===== src/rtl/div_pkg.sv =====
// Shared definitions for the sequential restoring divider.
package div_pkg;

  // Default operand width: divisor, quotient and remainder are N bits, dividend 2N bits.
  localparam int DIV_N = 8;

  typedef enum logic [1:0] {
    S_IDLE  = 2'd0,
    S_CHECK = 2'd1,
    S_ITER  = 2'd2,
    S_DONE  = 2'd3
  } div_state_e;

endpackage


===== src/rtl/div_control.sv =====
// Divider sequencer: FSM plus iteration counter. Produces Load/Sh/Sub/Done
// strobes for the datapath in the same split as the shift-and-add multiplier.
module div_control
  import div_pkg::*;
#(
  parameter int N = DIV_N
) (
  input  logic i_clk,
  input  logic i_reset,
  input  logic i_st,      // start request, honoured only in IDLE
  input  logic i_ovf,     // upper dividend half >= divisor (includes divisor 0)
  input  logic i_ge,      // shifted partial remainder >= divisor
  output logic o_load,    // capture operands, clear V and counter
  output logic o_sh,      // one shift step this cycle
  output logic o_sub,     // subtract and set quotient bit this cycle
  output logic o_set_v,   // flag overflow
  output logic o_last,    // final iteration: latch results
  output logic o_done,
  output logic o_busy
);

  localparam int CW = $clog2(N) + 1;

  div_state_e r_state;
  div_state_e w_state_next;
  logic [CW-1:0] r_cnt;
  logic w_tc;

  assign w_tc   = (r_cnt == CW'(N - 1));
  assign o_sub  = o_sh & i_ge;
  assign o_last = o_sh & w_tc;
  assign o_done = (r_state == S_DONE);
  assign o_busy = (r_state != S_IDLE);

  // State register.
  always_ff @(posedge i_clk) begin
    if (i_reset) r_state <= S_IDLE;
    else         r_state <= w_state_next;
  end

  // Iteration counter: cleared on accept, advances once per ITER cycle.
  always_ff @(posedge i_clk) begin
    if (i_reset)           r_cnt <= '0;
    else if (o_load)       r_cnt <= '0;
    else if (o_sh)         r_cnt <= r_cnt + CW'(1);
  end

  // Next-state and strobe decode.
  always_comb begin
    w_state_next = r_state;
    o_load       = 1'b0;
    o_sh         = 1'b0;
    o_set_v      = 1'b0;
    case (r_state)
      S_IDLE: begin
        if (i_st) begin
          o_load       = 1'b1;
          w_state_next = S_CHECK;
        end
      end
      S_CHECK: begin
        if (i_ovf) begin
          o_set_v      = 1'b1;
          w_state_next = S_DONE;
        end else begin
          w_state_next = S_ITER;
        end
      end
      S_ITER: begin
        o_sh = 1'b1;
        if (w_tc) w_state_next = S_DONE;
      end
      S_DONE:  w_state_next = S_IDLE;
      default: w_state_next = S_IDLE;
    endcase
  end

endmodule


===== src/rtl/div_unit.sv =====
// Sequential restoring divider, 2N/N -> N quotient + N remainder, one
// shift/subtract step per clock. Overflow (incl. divide by zero) is caught
// before iterating and leaves the previous results in place.
module div_unit
  import div_pkg::*;
#(
  parameter int N = DIV_N
) (
  input  logic           i_clk,
  input  logic           i_reset,
  input  logic           i_st,
  input  logic [2*N-1:0] i_dividend,
  input  logic [N-1:0]   i_divisor,
  output logic [N-1:0]   o_quotient,
  output logic [N-1:0]   o_remainder,
  output logic           o_v,
  output logic           o_busy,
  output logic           o_done
);

  logic [2*N:0]   r_acc;
  logic [N-1:0]   r_div;
  logic [N-1:0]   r_quot;
  logic [N-1:0]   r_rem;
  logic           r_v;

  logic [2*N:0]   w_shift;
  logic [N:0]     w_upper;
  logic [N:0]     w_diff;
  logic [2*N:0]   w_acc_iter;
  logic           w_ge;
  logic           w_ovf;
  logic           w_load;
  logic           w_sh;
  logic           w_sub;
  logic           w_set_v;
  logic           w_last;

  // Compare is done on the shifted value in the same cycle, so a failed
  // trial never needs a restore step.
  assign w_shift    = r_acc << 1;
  assign w_upper    = w_shift[2*N:N];
  assign w_ge       = (w_upper >= {1'b0, r_div});
  assign w_diff     = w_upper - {1'b0, r_div};
  assign w_acc_iter = w_sub ? {w_diff, w_shift[N-1:1], 1'b1} : w_shift;
  assign w_ovf      = (r_acc[2*N-1:N] >= r_div);

  assign o_quotient  = r_quot;
  assign o_remainder = r_rem;
  assign o_v         = r_v;

  div_control #(.N(N)) u_ctrl (
    .i_clk   (i_clk),
    .i_reset (i_reset),
    .i_st    (i_st),
    .i_ovf   (w_ovf),
    .i_ge    (w_ge),
    .o_load  (w_load),
    .o_sh    (w_sh),
    .o_sub   (w_sub),
    .o_set_v (w_set_v),
    .o_last  (w_last),
    .o_done  (o_done),
    .o_busy  (o_busy)
  );

  // Accumulator and divisor: load on accept, step during ITER.
  always_ff @(posedge i_clk) begin
    if (i_reset) begin
      r_acc <= '0;
      r_div <= '0;
    end else if (w_load) begin
      r_acc <= {1'b0, i_dividend};
      r_div <= i_divisor;
    end else if (w_sh) begin
      r_acc <= w_acc_iter;
    end
  end

  // Overflow flag: cleared on accept, set from the pre-iteration check.
  always_ff @(posedge i_clk) begin
    if (i_reset)      r_v <= 1'b0;
    else if (w_load)  r_v <= 1'b0;
    else if (w_set_v) r_v <= 1'b1;
  end

  // Result registers update only on the final step, so they hold across
  // overflow runs and while the next division iterates.
  always_ff @(posedge i_clk) begin
    if (i_reset) begin
      r_quot <= '0;
      r_rem  <= '0;
    end else if (w_last) begin
      r_quot <= w_acc_iter[N-1:0];
      r_rem  <= w_acc_iter[2*N-1:N];
    end
  end

endmodule


===== config.mk =====
export PLATFORM = sky130hd
export DESIGN_NAME = div_unit
export DESIGN_NICKNAME = d
export VERILOG_FILES = /design/src/rtl/div_pkg.sv /design/src/rtl/div_control.sv /design/src/rtl/div_unit.sv
export SDC_FILE = /design/constraint.sdc
export NUM_CORES = 1
export LEC_CHECK = 0
export BUFFER_PORTS_ARGS = -buffer_cell sky130_fd_sc_hd__buf_2
export CAP_MARGIN = 40
export CORE_MARGIN = 1
export CORE_UTILIZATION = 55
export CTS_CLUSTER_DIAMETER = 120
export CTS_CLUSTER_SIZE = 40
export DETAILED_ROUTE_END_ITERATION = 10
export HOLD_SLACK_MARGIN = 0.1
export MAX_ROUTING_LAYER = met4
export PLACE_DENSITY = 0.83
export SETUP_SLACK_MARGIN = 0.5
export SLEW_MARGIN = 20
export SYNTH_ARGS = -nofsm -noshare
export SYNTH_HDL_FRONTEND = slang
export SYNTH_HIERARCHICAL = 1
export SYNTH_SLANG_ARGS = --single-unit

===== constraint.sdc =====
create_clock -name i_clk -period 3 [get_ports i_clk]
set_input_delay 0.6 -clock i_clk [delete_from_list [all_inputs] [get_ports i_clk]]
set_output_delay 0.6 -clock i_clk [all_outputs]
set_load 0.02 [all_outputs]

# After elaboration in Yosys (flattened, before gate mapping)
# Index checks and enable logic that the tools add are counted.
[word_totals] wordCells=36 mem_bits_ro=0 output_inout_bits=19 reg_bits=47 ramBits=0 latchBits=0 inputBits=27 mem_count=0
[op_classes] div_mod_pow=0 eq_ne=6 order_cmp=2 n_addsub=2 n_reduce_logical=5 muxes=12 shifts=0 multipliers=0 bitwise_logic=2
[op_table] op="16-bit 2-to-1 mux" n=3
[op_table] op="9-bit by 8-bit >= comparator with 1-bit output" n=1
[op_table] op="8-bit >= comparator" n=1
[op_table] op="2-bit case mux with 4 select lines" n=1
[op_table] op="8-bit subtractor" n=1
[op_table] op="1-bit 2-to-1 mux" n=6
[op_table] op="4-bit by 1-bit adder with 4-bit output (second input constant)" n=1
[op_table] op="2-bit equality test (second input constant)" n=2
[op_table] op="4-bit by 3-bit equality test with 1-bit output (second input constant)" n=1
[op_table] op="2-bit 2-to-1 mux" n=2
[op_table] op="2-bit nonzero test" n=2
[op_table] op="1-bit AND" n=2
[op_table] op="2-bit by 1-bit equality test with 1-bit output (second input constant)" n=1
[op_table] op="2-bit zero test" n=1
[op_table] op="2-bit by 1-bit != test with 1-bit output (second input constant)" n=1
[op_table] op="2-bit != test (second input constant)" n=1
[op_table] op="2-bit AND reduction" n=1
[op_table] op="2-bit OR reduction" n=1

# Depth between registers and ports, before layout
[logic_depth] depth_word=6 mapped_depth=14 mapped_depth_nobuf=13

# Modules after synthesis
# The synthesis kept the hierarchy.
[modules_own_cells] module="div_unit" cells_each=263 area_each_um2=2297.2 n_inst=1
[modules_own_cells] module="div_control" cells_each=38 area_each_um2=370.4 n_inst=1

# Worst setup path after synthesis
# Ideal clock, no wire load.
[synth_path] path_kind="reg-to-reg" startpoint="register r_div[1]" endpoint="register r_acc[14]" n_path_buf=1 path_stages_with_launch=15 setup_slack_ps=326 t_arrival_ps=2541 path_cell_list="dfxtp_1 > inv_1 > ha_1 > nor2b_1 > o21ba_1 > o31ai_1 > o211ai_1 > a31o_2 > and2_1 > buf_6 > inv_1 > o311a_1 > nand3_1 > a21oi_2 > a311oi_2"
[synth_via] elab_chain_len=5 word_cells_on_any_way=6 classes_between="1 x add/sub; 1 x order compare; 3 x mux; 1 x bitwise"
[synth_rtl] element="from (decl)" line="div_unit.sv:22" text="logic [N-1:0] r_div;"
[synth_rtl] element="from (signal assigned)" line="div_unit.sv:74" text="r_div <= i_divisor;"
[synth_rtl] element="9-bit by 8-bit >= comparator with 1-bit output" line="div_unit.sv:43" text="assign w_ge = (w_upper >= {1'b0, r_div});"
[synth_rtl] element="named net w_ge" line="div_unit.sv:31" text="logic w_ge;"
[synth_rtl] element="1-bit AND" line="div_control.sv:30" text="assign o_sub = o_sh & i_ge;"
[synth_rtl] element="16-bit 2-to-1 mux" line="div_unit.sv:45" text="assign w_acc_iter = w_sub ? {w_diff, w_shift[N-1:1], 1'b1} : w_shift;"
[synth_rtl] element="16-bit 2-to-1 mux" line="div_unit.sv:75" text="end else if (w_sh) begin"
[synth_rtl] element="16-bit 2-to-1 mux" line="div_unit.sv:72" text="end else if (w_load) begin"
[synth_rtl] element="to (signal assigned)" line="div_unit.sv:73" text="r_acc <= {1'b0, i_dividend};"
[synth_rtl] element="to (signal assigned)" line="div_unit.sv:76" text="r_acc <= w_acc_iter;"
[synth_rtl] element="to (decl)" line="div_unit.sv:21" text="logic [2*N:0] r_acc;"
# The timed path passes the listed nets, and every way through them passes these cells. The select of a mux whose other input is x is not followed.
# A chain may end at the register's enable or synchronous reset.

# Worst setup path after layout
[layout_path] startpoint="register r_div[3]" endpoint="register r_acc[14]"
# The elaborated chain is that of the path after synthesis.

==> impl_metrics.ini <==
[run_status]
status = finished, final reports clean

[power_and_ir_drop]
ir_worst_vdd_v = 0.0004081
p_per_area_mw_per_mm2 = 916.5
power_leakage_nw = 1.355

[logic_synthesis]
syn_inst = 301
synth_top_cells_by_count = nor2_1, dfxtp_1, mux2i_1
ys_ff_latch = 47
synth_area_mm2 = 0.002668
synth_top_area_cell = dfxtp_1
avgSynthCellArea_um2 = 8.862
async_flop_share_pct = 0
synth_edf_count = 0
synth_most_common_cell = nor2_1
syn_nets = 351
synth_cell_types = 56
ys.flop_type = dfxtp_1
ys.warnings.count = 6
synth_top_area_share_pct = 35.27
synth.area.top_cells = dfxtp_1, mux2i_1, ha_1
yosysSeqAreaShare_pct = 35.27

[timing]
setup_viol_count_final = 0
fin_ws_ns = 0.4630
relSlewSlack_pct = 59.04
rsz0062_at_grt = true
finClkSkew_ns = 0.009770
tightest_slew_ns = 0.6143
tns_ns = 0
period_minus_slack_ns = 2.537
drv_slew = 0
hold_violations = 0
max_freq_mhz = 394.2
post-route-period-util_pct = 84.57

[flow_run]
timing.max_cap.violations = 0

[clock_network]
max-clock-path-buffers = 2
cts_hold_buf = 0
h-tree-depth = 2
path_clk_slew_ns = 0.09
cts_buffers = 5
root_buffer = clkbuf_8
cts.sinks = 47
tritoncts = done
worstSkewPairLatency_ns = 0.31

[placed_design]
globalplace.congestion = 0.8817
io_buffers = 45
dpl_cell_area_mm2 = 0.002957
place_ws_ns = 0.2533
dpl.hpwl_um = 4186
placed_cells = 387

[floorplan]
core_area_mm2 = 0.004504
die_x_um = 71.64
die-area_mm2 = 0.005132
start_util_pct = 59.22
die_height_um = 71.64
io_pins = 46
rows = 24

[setup_path]
crit_slowest_cell = or4_4
cp_max_fo = 6
cp_num_cells = 13
critPathKind = reg2reg
path_delay_family = simple AND/OR/NAND/NOR gates
cp_num_buf_inv = 1
crit_chain = inv_2 > ha_4 > nand3_2 > o21ba_4 > o31ai_4 > o211ai_1 > a31o_2 > and2_4 > nand2_2 > or4_4 > nand3_4 > a21oi_4 > a311oi_2
critPathLaunchType = flip-flop
slowest_delay_ns = 0.43
crit_path_end_kind = flip-flop
worstPathArrival_ns = 2.76
reg2reg_depth = 13
required_ns = 3.22

[route]
remaining_drc_errors = 0
first_pass_iters = 4
ant_nets = 0
num_vias = 2363
wl_per_cell_um = 15.88
routed_wl_um = 6480
viasPerCell = 5.792
dr.first_iter.drc_count = 159

[grt]
grt_max_degree = 25
grt.overflow.total = 0
grt_pass1_vias = 2207
grt_pass1_wl_um = 9984
antenna_found_initial = 0
grtUsageTotal_pct = 25.08

[hold_path]
worstHoldPathType = reg2reg
holdPathStages = 1

[final_layout]
num_antenna_cells = 0
fin_area_mm2 = 0.003299
layoutNonFillerInstCount = 408
nets = 405
drive_above_1_share_pct = 33.43
area_delta_synth_final_pct = 23.69
registers in the layout (all words and copies together) (netlist names):
register        cells
o_v                 1
u_ctrl/r_cnt        4
o_quotient          8
u_ctrl/r_state      2
r_acc              16
r_div               8
o_remainder         8
metrics by stage:
stage	hold slack, ns	util [%]	power [mW]
after floorplan	0.4604	-	1.991
after global placement	0.4447	65.64	2.197
after detailed placement	0.4747	65.64	2.227
after CTS	0.4907	70.42	2.797
after global routing	0.5183	73.25	3.221
final	0.4860	73.25	3.024
timing repair:
| action | 4_1_cts | 5_1_grt |
|---|---|---|
| gates cloned | 2 | 0 |
| endpoints found under the setup margin | 9 | 10 |
| pin swaps | 2 | 10 |
| gates resized for setup | 13 | 25 |
| buffers inserted | 6 | 5 |
final timing paths:
kind	from	to	slack, ns
hold reg to reg	o_v$_SDFFE_PP0P_	o_v$_SDFFE_PP0P_	0.49
setup / recovery	r_div[3]$_SDFFE_PP0P_	r_acc[14]$_SDFFE_PP0P_	0.46
hold / removal	o_v$_SDFFE_PP0P_	o_v$_SDFFE_PP0P_	0.49
setup reg to reg	r_div[3]$_SDFFE_PP0P_	r_acc[14]$_SDFFE_PP0P_	0.46
power by group:
part	total [mW]	leakage (nW)	internal, mW	switching [mW]
registers	0.853	0.387	0.739	0.115
clock network	0.429	0.0505	0.210	0.219
logic	1.74	0.917	0.814	0.928
total	3.02	1.35	1.76	1.26
cell usage in the layout (no fill, tap or decap), types with 9 or more instances in the layout:
cell / instances
dfxtp_1: 38
buf_2: 45
o21ai_0: 9
a21oi_1: 12
nor2_1: 52
inv_1: 13
ha_1: 17
buf_4: 17
mux2i_1: 28
nand2_1: 9
layer usage:
metal,track usage [%],vias to the layer above,routed length [um]
met1,33.07,1082,2947
met2,39.94,88,3116
met4,8.279,0,131
met5,-,-,0
li1,-,1176,-
met3,3.235,17,284
logic make-up after synthesis:
group / after synthesis / synth area share, %
AND/OR/NAND/NOR: 93 / 16.42
AO/OA/AOI/OAI: 67 / 17.78
XOR/XNOR: 4 / 1.314
adder cells (fa/ha/maj): 23 / 11.07
flip-flops: 47 / 35.27
multiplexers: 30 / 11.30
buffers and inverters: 37 / 6.847
layout make-up:
class,count,area [um^2]
Clock inverter,1,7.507
Tap cell,52,65.06
Clock buffer,7,96.34
Sequential cell,47,954.7
Multi-Input combinational cell,219,1740
Inverter,20,82.58
Fill cell,329,1205
Timing Repair Buffer,62,352.8
(Power assumes the default switching activity.)
